$ cat src/rtl/pipeline_hazard_ctrl_pkg.sv
// Shared types and defaults for the pipeline stall/flush sequencer
// and its multiply/divide start/busy sequencer.
package pipeline_hazard_ctrl_pkg;

    typedef enum logic [1:0] {
        MDU_NONE = 2'b00,
        MDU_MUL  = 2'b01,
        MDU_DIV  = 2'b10,
        MDU_HILO = 2'b11
    } mdu_op_e;

    typedef enum logic {
        IDLE = 1'b0,
        BUSY = 1'b1
    } mdu_state_e;

    localparam int DEF_MULT_CYCLES = 4;
    localparam int DEF_DIV_CYCLES  = 32;

endpackage

$ cat src/rtl/pipeline_hazard_ctrl_mdu_sequencer.sv
// MDU start/busy sequencer: a start loads the op latency into a down-counter,
// and MduBusy holds until the counter reaches its terminal count of 1.
//
// state | meaning
// IDLE  | no MDU result pending; a start may be accepted
// BUSY  | result pending; counter decrements every cycle, even during stalls
module mdu_sequencer
    import pipeline_hazard_ctrl_pkg::*;
#(
    parameter int MULT_CYCLES = DEF_MULT_CYCLES,
    parameter int DIV_CYCLES  = DEF_DIV_CYCLES,
    parameter int CNT_W       = 6
) (
    input  logic clk,
    input  logic rst_n,
    input  logic i_start,
    input  logic i_is_div,
    output logic o_busy
);

    localparam logic [CNT_W-1:0] L_MULT = CNT_W'(MULT_CYCLES);
    localparam logic [CNT_W-1:0] L_DIV  = CNT_W'(DIV_CYCLES);
    localparam logic [CNT_W-1:0] L_ONE  = CNT_W'(1);

    mdu_state_e       r_state, w_next_state;
    logic [CNT_W-1:0] r_count, w_next_count;

    always_ff @(posedge clk or negedge rst_n) begin
        if (!rst_n) begin
            r_state <= IDLE;
            r_count <= '0;
        end else begin
            r_state <= w_next_state;
            r_count <= w_next_count;
        end
    end

    always_comb begin
        w_next_state = r_state;
        w_next_count = r_count;
        case (r_state)
            IDLE: begin
                if (i_start) begin
                    w_next_state = BUSY;
                    w_next_count = i_is_div ? L_DIV : L_MULT;
                end
            end
            BUSY: begin
                w_next_count = r_count - L_ONE;
                if (r_count == L_ONE) begin
                    w_next_state = IDLE;
                end
            end
            default: w_next_state = IDLE;
        endcase
    end

    assign o_busy = (r_state == BUSY);

endmodule

$ cat src/rtl/pipeline_hazard_ctrl.sv
// Stall/flush sequencer for the 5-stage pipeline: load-use, branch-after-load,
// MDU-busy and data-memory wait hazards, plus a stall-cycle counter.
module pipeline_hazard_ctrl
    import pipeline_hazard_ctrl_pkg::*;
#(
    parameter int MULT_CYCLES = DEF_MULT_CYCLES,
    parameter int DIV_CYCLES  = DEF_DIV_CYCLES,
    parameter int CNT_W       = 6
) (
    input  logic        clk,
    input  logic        rst_n,
    input  logic [4:0]  RegSource_ID,
    input  logic [4:0]  RegTarget_ID,
    input  logic        UsesRs_ID,
    input  logic        UsesRt_ID,
    input  logic        BranchOp_ID,
    input  logic        BranchTaken_ID,
    input  logic [1:0]  MduOp_ID,
    input  logic [2:0]  MemRead_EX,
    input  logic [2:0]  MemRead_MEM,
    input  logic [4:0]  WriteRegAddr_EX,
    input  logic [4:0]  WriteRegAddr_MEM,
    input  logic        DmemReq_MEM,
    input  logic        DmemReady,
    output logic        PcWrite,
    output logic        IfIdWrite,
    output logic        IdExWrite,
    output logic        ExMemWrite,
    output logic        MemWbWrite,
    output logic        IfIdFlush,
    output logic        IdExFlush,
    output logic        MemWbFlush,
    output logic        MduStart,
    output logic        MduBusy,
    output logic [31:0] StallCycles
);

    logic        w_mem_stall;
    logic        w_mdu_stall;
    logic        w_load_use;
    logic        w_br_load;
    logic        w_id_stall;
    logic        w_mdu_busy;
    logic        w_mdu_issue;
    logic [31:0] r_stall_cycles;

    assign w_mem_stall = DmemReq_MEM & ~DmemReady;
    assign w_mdu_stall = w_mdu_busy & (MduOp_ID != MDU_NONE);

    // Register 0 is hard-wired, so a load targeting it never creates a hazard.
    assign w_load_use = (MemRead_EX != 3'd0) && (WriteRegAddr_EX != 5'd0) &&
                        ((UsesRs_ID && (RegSource_ID == WriteRegAddr_EX)) ||
                         (UsesRt_ID && (RegTarget_ID == WriteRegAddr_EX)));

    assign w_br_load  = BranchOp_ID && (MemRead_MEM != 3'd0) && (WriteRegAddr_MEM != 5'd0) &&
                        ((UsesRs_ID && (RegSource_ID == WriteRegAddr_MEM)) ||
                         (UsesRt_ID && (RegTarget_ID == WriteRegAddr_MEM)));

    assign w_id_stall = w_mdu_stall | w_load_use | w_br_load;

    always_comb begin
        PcWrite    = 1'b1;
        IfIdWrite  = 1'b1;
        IdExWrite  = 1'b1;
        ExMemWrite = 1'b1;
        MemWbWrite = 1'b1;
        IfIdFlush  = 1'b0;
        IdExFlush  = 1'b0;
        MemWbFlush = 1'b0;
        if (w_mem_stall) begin
            PcWrite    = 1'b0;
            IfIdWrite  = 1'b0;
            IdExWrite  = 1'b0;
            ExMemWrite = 1'b0;
            MemWbWrite = 1'b0;
            MemWbFlush = 1'b1;
        end else if (w_id_stall) begin
            PcWrite    = 1'b0;
            IfIdWrite  = 1'b0;
            IdExFlush  = 1'b1;
        end else if (BranchTaken_ID) begin
            IfIdFlush  = 1'b1;
        end
    end

    // An MDU op is issued only in the cycle it actually advances into EX.
    assign w_mdu_issue = ((MduOp_ID == MDU_MUL) || (MduOp_ID == MDU_DIV)) &&
                         IdExWrite && !IdExFlush && !w_mdu_busy;
    assign MduStart    = w_mdu_issue;
    assign MduBusy     = w_mdu_busy;

    mdu_sequencer #(
        .MULT_CYCLES (MULT_CYCLES),
        .DIV_CYCLES  (DIV_CYCLES),
        .CNT_W       (CNT_W)
    ) u_mdu_sequencer (
        .clk      (clk),
        .rst_n    (rst_n),
        .i_start  (w_mdu_issue),
        .i_is_div (MduOp_ID == MDU_DIV),
        .o_busy   (w_mdu_busy)
    );

    always_ff @(posedge clk or negedge rst_n) begin
        if (!rst_n) begin
            r_stall_cycles <= '0;
        end else if (!PcWrite) begin
            r_stall_cycles <= r_stall_cycles + 32'd1;
        end
    end

    assign StallCycles = r_stall_cycles;

endmodule

$ cat config.mk
export PLATFORM = sky130hd
export DESIGN_NAME = pipeline_hazard_ctrl
export DESIGN_NICKNAME = d
export VERILOG_FILES = /design/src/rtl/pipeline_hazard_ctrl_pkg.sv /design/src/rtl/pipeline_hazard_ctrl_mdu_sequencer.sv /design/src/rtl/pipeline_hazard_ctrl.sv
export SDC_FILE = /design/constraint.sdc
export NUM_CORES = 1
export LEC_CHECK = 0
export BUFFER_PORTS_ARGS = -buffer_cell sky130_fd_sc_hd__buf_2
export CAP_MARGIN = 10
export CORE_ASPECT_RATIO = 0.5
export CORE_MARGIN = 2
export CORE_UTILIZATION = 46
export DETAILED_ROUTE_END_ITERATION = 7
export GPL_TIMING_DRIVEN = 0
export PLACE_DENSITY = 0.77
export SLEW_MARGIN = 0
export SYNTH_ARGS = -nofsm -noshare
export SYNTH_HDL_FRONTEND = slang
export SYNTH_SLANG_ARGS = --single-unit
$ cat constraint.sdc
create_clock -name clk -period 1.95 [get_ports clk]
set_clock_uncertainty 0.05 [all_clocks]
set_input_delay 0 -clock clk [delete_from_list [all_inputs] [get_ports clk]]
set_output_delay 0 -clock clk [all_outputs]
set_load 0.01 [all_outputs]
* Yosys cells after proc, flatten, opt, wreduce, memory -nomap -nowiden
Cells that the tools add are included.
** Word-level totals
- Latch bits :: 0
- Word-level logic and storage cells :: 56
- Memories :: 0
- Output and inout port bits :: 42
- Memory bits (writable) :: 0
- Register bits after elaboration :: 39
- ROM bits :: 0
- Bits of input ports :: 36
** Operators by class
- Reduce and logical (&&, ||, !) cells :: 22
- Multipliers :: 0
- Divide/modulo/power cells :: 0
- Muxes and demuxes :: 15
- Equality and inequality tests :: 8
- Magnitude comparators :: 0
- Shifts and indexed selects :: 0
- Add/sub/neg operators :: 2
- Bitwise operators :: 6
** Operators with widths (count)
- 32-bit by 1-bit adder with 32-bit output, second input constant :: 1
- 5-bit equality test :: 4
- 1-bit logical AND :: 12
- 6-bit two-way mux :: 2
- 6-bit one-hot mux with 2 select lines :: 1
- 1-bit two-way mux :: 11
- 5-bit nonzero test :: 2
- 6-bit by 1-bit equality test with 1-bit output, second input constant :: 1
- 3-bit nonzero test :: 2
- 6-bit by 1-bit subtractor with 6-bit output, second input constant :: 1
- 1-bit logical OR :: 3
- 1-bit bitwise AND :: 2
- 2-bit by 1-bit equality test with 1-bit output, second input constant :: 1
- 2-bit equality test, second input constant :: 1
- 1-bit zero test :: 2
- 2-bit inequality test, second input constant :: 1
- 1-bit NOT :: 2
- 1-bit bitwise OR :: 2
- 1-bit one-hot mux with 2 select lines :: 1
- 2-bit nonzero test :: 1

* Longest topological paths before layout
Gate-level depths: netlist of the first run.
- Depth after elaboration :: 13
- Depth in mapped cells :: 8
- Mapped depth without buffers :: 6

* Modules after synthesis
From an unflattened synthesis of the first run, not the netlist that was laid out.
** Unflattened totals
- Cells, all modules :: 247
- Area, all modules :: 2353.5 sq um
** By module, submodules not included
- pipeline_hazard_ctrl :: sequential area each 800.8 sq um, cells each 207, instances 1, area an instance 1968.1 sq um
- mdu_sequencer :: sequential area each 175.2 sq um, cells each 40, instances 1, area an instance 385.4 sq um

* Least setup slack after synthesis of the first run
Ideal clock, no wire load.
- Path type :: reg-to-reg
- Start :: register r_stall_cycles[6] (netlist: StallCycles[6])
- End :: register r_stall_cycles[25] (netlist: StallCycles[25])
- Library setup time :: 0.147 ns
- Data required time :: 1.753 ns
- Stages on the path, launching flop included :: 8
- Data arrival time :: 1.823 ns
- Period minus slack after synthesis :: 2.020 ns
- Setup slack :: -0.070 ns
- Path buffers :: 1
- Cells stage by stage :: dfrtp_1 and3_1 buf_2 nand3_1 nor3_2 nand3_1 a2111oi_0 xor2_1
** On the way
- Word-level cells in the longest chain between the ends :: 1
** RTL lines
- from (decl) :: RTL line pipeline_hazard_ctrl.sv:45 : logic [31:0] r_stall_cycles;
- from (signal assigned) :: RTL line pipeline_hazard_ctrl.sv:108 : r_stall_cycles <= r_stall_cycles + 32'd1;
- 32-bit by 1-bit adder with 32-bit output :: RTL line pipeline_hazard_ctrl.sv:108
No other way between the ends.
A chain may end at the register's enable or synchronous reset.

* Worst setup path after layout of the first run
- Start :: register r_stall_cycles[0] (netlist: StallCycles[0])
- End :: register r_stall_cycles[18] (netlist: StallCycles[18])
Same word-level chain as after synthesis.

==> results of run 1 <==
-- power breakdown --
part | switching [mW] | internal, mW
sequential | 0.233 | 1.02
clock | 0.285 | 0.278
combinational | 0.942 | 0.836
-- routing by layer --
metal  wire length, µm  GRT usage (%)  up-vias
met3               439           4.68       21
met5                 0              0        -
li1                  -              -     1113
met2              3600           41.1       95
met4               174           8.11        0
met1              3090           27.7     1158
-- cell type report --
cell class,instances,share of cell area [%]
multi-input cells,182,43.4
well taps,70,2.53
clock buffers,6,2.38
flip-flops and latches,39,28.2
repair buffers,107,18.7
clock inverters,1,0.144
plain buffers,14,3.32
inverters,12,1.34
-- synth_stat cells (2+ instances only) --
| cell type | instances |
|---|---|
| a211oi_1 | 11 |
| xnor2_1 | 24 |
| a31o_1 | 3 |
| ha_1 | 5 |
| buf_4 | 5 |
| or3_1 | 2 |
| dfrtp_1 | 39 |
| or3b_1 | 2 |
| a311oi_1 | 3 |
| o22ai_1 | 3 |
| a2111oi_0 | 12 |
| buf_2 | 3 |
| and4_1 | 3 |
| a21oi_1 | 8 |
| nor2_1 | 6 |
| nand4_1 | 8 |
| nand3_1 | 16 |
| and3_1 | 8 |
| inv_1 | 11 |
| nand2_1 | 23 |
| xor2_1 | 28 |
| nor3_1 | 3 |
| clkbuf_1 | 6 |
-- repair_timing --
item,CTS,global route
setup endpoints to repair,43,26
pin swaps,3,11
buffers inserted,5,23
cloned,0,1
hold endpoints to repair,39,0
resized for setup,16,37
hold buffers,1,0
-- registers in the layout, summed over array words and instances (netlist names) --
name	cells
u_mdu_sequencer.o_busy	1
u_mdu_sequencer.r_count	6
StallCycles	32
-- critical path, delay by kind of cell, from the launching register on --
kind	cells	cell delay, ns
compound gates	1	0.49
xor+xnor	1	0.13
fa+ha+maj	1	0.21
flops	1	0.41
simple gates	2	0.54
-- cell families (layout without fill, tap and decap cells) --
family / Yosys count / after routing / share of synthesized area (%)
and+or+nand+nor: 78 / 78 / 17.3
xor gates and xnor gates: 52 / 52 / 19.1
adders and majority gates: 5 / 5 / 2.62
AOI/OAI and AO/OA: 46 / 46 / 14.5
muxes: 1 / 1 / 0.472
buffers and inverters: 26 / 140 / 5.04
DFF: 39 / 39 / 40.9
-- final timing paths --
check	end	start	slack [ns]	cells after the start
setup / recovery	StallCycles[18]	StallCycles[0]	-0.005	5
hold reg to reg	StallCycles[31]	StallCycles[31]	0.43	1
setup reg to reg	StallCycles[18]	StallCycles[0]	-0.005	5
min in group asynchronous	StallCycles[3]	rst_n	0.32	2
max in group asynchronous	StallCycles[12]	rst_n	0.93	2
hold / removal	StallCycles[0]	DmemReq_MEM	0.20	4
-- stage by stage --
step                      instance area [µm²]  utilization, %  cells
after global placement                   2890            58.4    394
after detailed placement                 2890            58.4    394
after floorplan                          2420               -    247
after global routing                     3470            69.9    431
after CTS                                3110            62.8    407
final                                    3470            69.9    431
==> impl_metrics.tcl, run 1 <==
set metrics [dict create \
    cp_slowest_cell "a2111oi_1" \
    cts_made_buffers 5 \
    dp_slack_ns -0.514 \
    via_per_inst 5.54 \
    crit_path_end_kind "flip-flop" \
    cts_tree "built" \
    die_area_um2 5810 \
    synth_seq_area_share_pct 40.9 \
    fmax_mhz 511 \
    finalWorstSetupSlack_ns -0.00548 \
    fin_setup_tns_ns -0.00548 \
    core_area_um2 4950 \
    layout_commonest_cell "buf_2" \
    antenna_found_initial 0 \
    hold_viol 0 \
    cts_buffer_depth 2 \
    dr.pass1.iters 4 \
    ys_seq_elements 39 \
    holdWs_ns 0.197 \
    gp_congestion 0.935 \
    drt_iter0_markers 225 \
    n_fill_cell 352 \
    clkSinkCount 39 \
    min_period_over_period_pct 100 \
    fp-row-count 18 \
    max-vdd-ir-drop_mv 0.602 \
    drc_errors 0 \
    io_buffer_count 77 \
    power.leakage_nw 1.62 \
    routed_wl_um 7300 \
    hp-class "in -> reg" \
    syn_area_um2 2380 \
    initial_core_util_pct 48.1 \
    relSlewSlack_pct 32.0 \
    crit_chain "ha_1, and4_1, nand2_2, a2111oi_1, xor2_1" \
    slew_viol_final 0 \
    die_w_um 106 \
    grt.overflow.total 0 \
    diodes 0 \
    area.sequential_um2 977 \
    layout_common_cells "buf_2, dfrtp_1, buf_4, xor2_1, xnor2_1" \
    p_total_mw 3.59 \
    grt_start_max_net_pins 40 \
    grt_pass1_vias 2191 \
    avgSynthCellArea_um2 9.65 \
    vias 2387 \
    multiInputGateArea_um2 1500 \
    required_ns 2.06 \
    synth_top_area_share_pct 40.9 \
    cts_max_level 2 \
    tightest_slew_ns 1.02 \
    track_usage_pct 22.5 \
    p_per_area_nw_per_um2 1040 \
    synth_warnings 0 \
    dieHeight_um 54.9 \
    wl_per_cell_um 16.9 \
    synthTopCellsByArea "dfrtp_1, xor2_1, xnor2_1, a2111oi_0, nand2_1" \
    violations "setup timing" \
    grt_pass1_wl_um 10200 \
    synth_top_area_cell "dfrtp_1" \
    drtAntennaViolNets 0 \
    rsz0062_at_grt "yes" \
    critical_path_class "reg -> reg" \
    max-cap-violations 0 \
    clk_latency_ns 0.29 \
    post_synth_num_cell_types 38 \
    crit_path_start_kind "flip-flop" \
    cts_root_buffer "clkbuf_8" \
    status "complete, but fails checks" \
    dp_hpwl_um 4500 \
    ioPinCount 78 \
    syn_nets 288 \
    async_flop_share_pct 100 \
    period_needed_ns 1.96 \
    clkTransAtPathRegs_ns 0.08 \
    path_max_fanout 9 \
    synth-edff-count 0 \
    drive_gt1_share_pct 41.0 \
    setup_violations 1 \
    final_nets 402 \
    cp.arrival_ns 2.06 \
    ys.flop_type "dfrtp_1" \
    cp_slowest_stage_delay_ns 0.49 \
    syn_to_final_growth_pct 45.4 \
    syn_inst 247 \
]
(Power assumes the default switching activity.)
==> inputs of run 2 (changes only) <==
--- a/config.mk
+++ b/config.mk
@@ -7,11 +7,10 @@
 export LEC_CHECK = 0
 export BUFFER_PORTS_ARGS = -buffer_cell sky130_fd_sc_hd__buf_2
 export CAP_MARGIN = 10
-export CORE_ASPECT_RATIO = 0.5
+export CORE_ASPECT_RATIO = 1.5
 export CORE_MARGIN = 2
 export CORE_UTILIZATION = 46
 export DETAILED_ROUTE_END_ITERATION = 7
-export GPL_TIMING_DRIVEN = 0
 export PLACE_DENSITY = 0.77
 export SLEW_MARGIN = 0
 export SYNTH_ARGS = -nofsm -noshare
==> run 2 against run 1 <==
Net effect: die area decreased by 0.40%; utilization fell by 5.0 points; sequential share of layout area is 1.4 points higher; global-route usage down 0.62 points; maximum frequency is 4.6% higher; the run now ends clean; largest power group unchanged; register-to-register slack gained 0.09 ns; sequential power is essentially flat; via count fell by 4.3%; largest cell class unchanged; critical path depth up 4; wire length shrank 15%; worst setup slack improved by 0.086 ns; final cell count shrank 2.8%.
==> impl_metrics.tcl, run 2 (synthesis results as in run 1) <==
set metrics [dict create \
    layout_commonest_cell "buf_2" \
    crit_chain "buf_2, or4_1, o32a_1, a222oi_1, buf_4, buf_4, buf_4, a211oi_1, xor2_1" \
    drt_iter0_markers 55 \
    dp_hpwl_um 4510 \
    crit_path_start_kind "input port" \
    routed_wl_um 6230 \
    final_cell_area_um2 3300 \
    status "complete, no violations" \
    hp-class "in -> reg" \
    grt.overflow.total 0 \
    slew_viol_final 0 \
    multiInputGateArea_um2 1440 \
    fp-row-count 32 \
    fin_setup_tns_ns 0 \
    n_fill_cell 426 \
    reg2reg_depth 7 \
    crit_cells 9 \
    period_needed_ns 1.87 \
    track_usage_pct 21.9 \
    initial_core_util_pct 46.9 \
    core_area_um2 5080 \
    tightest_slew_ns 0.873 \
    gp_congestion 0.834 \
    max-vdd-ir-drop_mv 0.771 \
    largest_reg_flops 32 \
    p_per_area_nw_per_um2 1020 \
    crit_top_cell "buf_4" \
    diodes 0 \
    dieHeight_um 92.2 \
    cp_slowest_stage_delay_ns 0.52 \
    cts_tree "built" \
    final_nets 391 \
    relSlewSlack_pct 41.8 \
    area.sequential_um2 976 \
    cp.arrival_ns 1.98 \
    vias 2285 \
    grt_pass1_vias 2233 \
    cts_max_level 2 \
    layout_common_cells "buf_2, dfrtp_1, buf_4, xor2_1, xnor2_1" \
    max-cap-violations 0 \
    drc_errors 0 \
    io_buffer_count 77 \
    placed_cell_area_um2 3050 \
    cts_root_buffer "clkbuf_8" \
    required_ns 2.06 \
    cts_buffer_depth 2 \
    die_area_um2 5790 \
    clk_latency_ns 0.30 \
    critical_path_class "in -> reg" \
    crit_path_end_kind "flip-flop" \
    critical_path_buf_inv_count 4 \
    whs_path_depth 4 \
    power.leakage_nw 1.57 \
    ioPinCount 78 \
    min_period_over_period_pct 95.9 \
    drtAntennaViolNets 0 \
    syn_to_final_growth_pct 38.5 \
    setup_violations 0 \
    grt_start_max_net_pins 40 \
    clkSinkCount 39 \
    hold_viol 0 \
    antenna_found_initial 0 \
    dr.pass1.iters 4 \
    clkTransAtPathRegs_ns 0.07 \
    cts_made_buffers 5 \
    drive_gt1_share_pct 37.6 \
    grt_pass1_wl_um 10200 \
    path_max_fanout 12 \
    cp_slowest_cell "or4_1" \
    die_w_um 62.8 \
    rsz0062_at_grt "yes" \
    cpLargestDelayFamily "buffers and inverters" \
    wl_per_cell_um 14.9 \
    via_per_inst 5.45 \
    fmax_mhz 535 \
]
## run 2: metrics by stage
stage / utilization [%] / power, mW / hold WS [ns] / std cells / setup WS (ns)
after detailed placement: 59.9 / 2.69 / 0.110 / 407 / -0.137
after global routing: 64.9 / 3.61 / 0.245 / 419 / -0.0292
final: 64.9 / 3.37 / 0.186 / 419 / 0.0805
after global placement: 59.9 / 2.65 / 0.116 / 407 / -0.103
after CTS: 62.1 / 3.30 / 0.176 / 416 / 0.00527
after floorplan: - / 2.07 / -0.346 / 247 / 0.0176
## run 2: worst min-delay path, cell delays in order
cell     delay [ns]
buf_2          0.09
ha_1           0.15
nand4_1        0.07
or3b_1         0.18
## run 2: where the power goes
| part | switching (mW) | total (mW) | internal [mW] | leakage (nW) |
|---|---|---|---|---|
| registers | 0.206 | 1.23 | 1.02 | 0.482 |
| logic | 0.852 | 1.55 | 0.697 | 1.03 |
| clock network | 0.275 | 0.598 | 0.323 | 0.0515 |
## run 2: timing repair
action                     CTS  global route
hold buffers                 1             0
hold endpoints to repair    39             0
pin swaps                    0             7
setup endpoints to repair    1            18
buffers inserted             0             3
resized for setup            1            19
## run 2: area by class of cell
type                            count  share of cell area [%]
Timing Repair Buffer              110                    19.7
Inverter                           12                    1.36
Sequential cell                    39                    29.6
Clock buffer                        8                    3.03
Tap cell                           68                    2.58
Multi-Input combinational cell    182                    43.7
## run 2: final timing paths
path                                    startpoint                    endpoint  slack (ns)
min in group asynchronous                    rst_n             StallCycles[15]        0.31
worst min register to register     StallCycles[31]             StallCycles[31]        0.42
max in group asynchronous                    rst_n             StallCycles[29]        0.99
worst max register to register     StallCycles[10]             StallCycles[27]        0.08
worst max-delay path            WriteRegAddr_EX[1]             StallCycles[24]        0.08
worst min-delay path                   MduOp_ID[1]  u_mdu_sequencer.r_count[5]        0.19
## run 2: layer usage
metal,GRT usage (%),vias to the layer above,wire length (µm)
met2,40.8,83,3240
met1,25.3,1097,2540
met3,3.56,8,358
met4,6.67,0,94
met5,0,-,0
li1,-,1097,-
==> inputs of run 3 (changes only) <==
--- a/config.mk
+++ b/config.mk
@@ -7,7 +7,6 @@
 export LEC_CHECK = 0
 export BUFFER_PORTS_ARGS = -buffer_cell sky130_fd_sc_hd__buf_2
 export CAP_MARGIN = 10
-export CORE_ASPECT_RATIO = 1.5
 export CORE_MARGIN = 2
 export CORE_UTILIZATION = 46
 export DETAILED_ROUTE_END_ITERATION = 7
==> run 3 against run 2 <==
Net effect: non-clock buffer count rose by 4; via count fell by 1.7%; register-to-register slack is essentially flat; die area decreased by 0.20%; utilization increased by 0.62 points; clock-buffer cell count down 1; critical path type is now reg -> reg; critical endpoint is now StallCycles[26].
==> impl_metrics.tcl, run 3 (synthesis results as in run 1) <==
set metrics [dict create \
    status "complete, no violations" \
    cts_root_buffer "clkbuf_8" \
    crit_chain "and3_2, nand3_4, nor3_4, nand3_2, a2111oi_4, xor2_1" \
    critical_path_buf_inv_count 0 \
    wl_per_cell_um 14.4 \
    initial_core_util_pct 47.3 \
    core_area_um2 5040 \
    p_total_mw 3.31 \
    cts_made_buffers 5 \
    cts_tree "built" \
    path_max_fanout 5 \
    grt.overflow.total 0 \
    clk_latency_ns 0.29 \
    clkSinkCount 39 \
    tightest_slew_ns 0.634 \
    drc_errors 0 \
    n_fill_cell 403 \
    syn_to_final_growth_pct 38.6 \
    rsz0062_at_grt "yes" \
    vias 2246 \
    die_w_um 76.0 \
    gp_congestion 0.928 \
    min_period_over_period_pct 95.6 \
    crit_path_start_kind "flip-flop" \
    drive_gt1_share_pct 38.0 \
    crit_path_end_kind "flip-flop" \
    fin_setup_tns_ns 0 \
    drtAntennaViolNets 0 \
    dp_hpwl_um 4520 \
    cts_buffer_depth 2 \
    slew_viol_final 0 \
    layout_commonest_cell "buf_2" \
    setup_violations 0 \
    cp_slowest_stage_delay_ns 0.37 \
    ioPinCount 78 \
    routed_wl_um 6120 \
    via_per_inst 5.28 \
    grt_pass1_wl_um 9840 \
    cpLargestDelayFamily "simple AND/OR/NAND/NOR gates" \
    antenna_found_initial 0 \
    io_buffer_count 77 \
    fmax_mhz 536 \
    die_area_um2 5770 \
    relSlewSlack_pct 57.7 \
    cp.arrival_ns 2.03 \
    final_nets 395 \
    finalWorstSetupSlack_ns 0.0856 \
    hold_viol 0 \
    fp-row-count 26 \
    track_usage_pct 20.6 \
    dieHeight_um 76.0 \
    p_per_area_nw_per_um2 1000 \
    critical_path_class "reg -> reg" \
    hp-class "in -> async" \
    period_needed_ns 1.86 \
    cts_max_level 2 \
    diodes 0 \
    largest_reg_flops 32 \
    power.leakage_nw 1.58 \
    max-cap-violations 0 \
    cp_slowest_cell "dfrtp_1" \
    dr.pass1.iters 4 \
    drt_iter0_markers 88 \
    max-vdd-ir-drop_mv 0.791 \
    layout_common_cells "buf_2, dfrtp_1, buf_4, xor2_1, xnor2_1" \
    dp_slack_ns -0.111 \
    grt_pass1_vias 2133 \
    required_ns 2.11 \
    clkTransAtPathRegs_ns 0.07 \
    grt_start_max_net_pins 16 \
    postLayoutCoreUtil_pct 65.5 \
]
==> run 3: changes by cell type in the layout (fill, tap and decap cells not counted), sizes merged <==
| cell | change |
|---|---|
| clkbuf | -1 |
| clkinv | +1 |
| buf | +4 |
==> run 3: worst paths after layout <==
path / slack [ns] / to / start / cells after the start
max reg2reg: 0.09 / StallCycles[26] / StallCycles[6] / 6
max: 0.09 / StallCycles[26] / StallCycles[6] / 6
min reg2reg: 0.41 / StallCycles[31] / StallCycles[31] / 1
min in group clk: 0.20 / u_mdu_sequencer.r_count[5] / MduOp_ID[1] / 4
max in group asynchronous: 1.26 / StallCycles[22] / rst_n / 3
min: 0.09 / u_mdu_sequencer.r_count[4] / rst_n / 2
==> run 3: timing repair <==
item                                   4_1_cts  5_1_grt
setup endpoints to repair                    0       15
resized for setup                            0       22
setup buffers                                0        1
endpoints found under the hold margin       39        0
hold buffers                                 1        0
==> run 3: cell type report <==
cell class / count / area [µm²] / area share [%]
multi-input cells: 182 / 1450 / 43.7
flip-flops and latches: 39 / 976 / 29.5
repair buffers: 114 / 669 / 20.3
well taps: 70 / 87.6 / 2.65
clock buffers: 7 / 76.3 / 2.31
inverters: 12 / 45.0 / 1.36
clock inverters: 1 / 5.00 / 0.151
==> run 3: power by group <==
group	internal (mW)	leakage, nW	switching, mW
sequential	1.02	0.482	0.226
clock	0.251	0.0422	0.271
combinational	0.707	1.05	0.832
total	1.98	1.58	1.33
==> run 3: per-layer routing <==
| metal | vias up | track usage (%) | wire (µm) |
|---|---|---|---|
| li1 | 1096 | - | - |
| met1 | 1085 | 26.9 | 2720 |
| met2 | 58 | 34.6 | 3090 |
| met3 | 7 | 4.74 | 246 |
| met4 | 0 | 5.64 | 65 |
| met5 | - | 0 | 0 |
==> run 3: stage by stage <==
| stage | hold WS, ns | instance area, µm² | cells |
|---|---|---|---|
| 6_report | 0.0867 | 3300 | 425 |
| 5_1_grt | 0.107 | 3300 | 425 |
| 4_1_cts | 0.0866 | 3160 | 423 |
| 2_1_floorplan | -0.346 | 2420 | 247 |
| 3_3_place_gp | -0.134 | 3070 | 414 |
| 3_5_place_dp | -0.131 | 3070 | 414 |
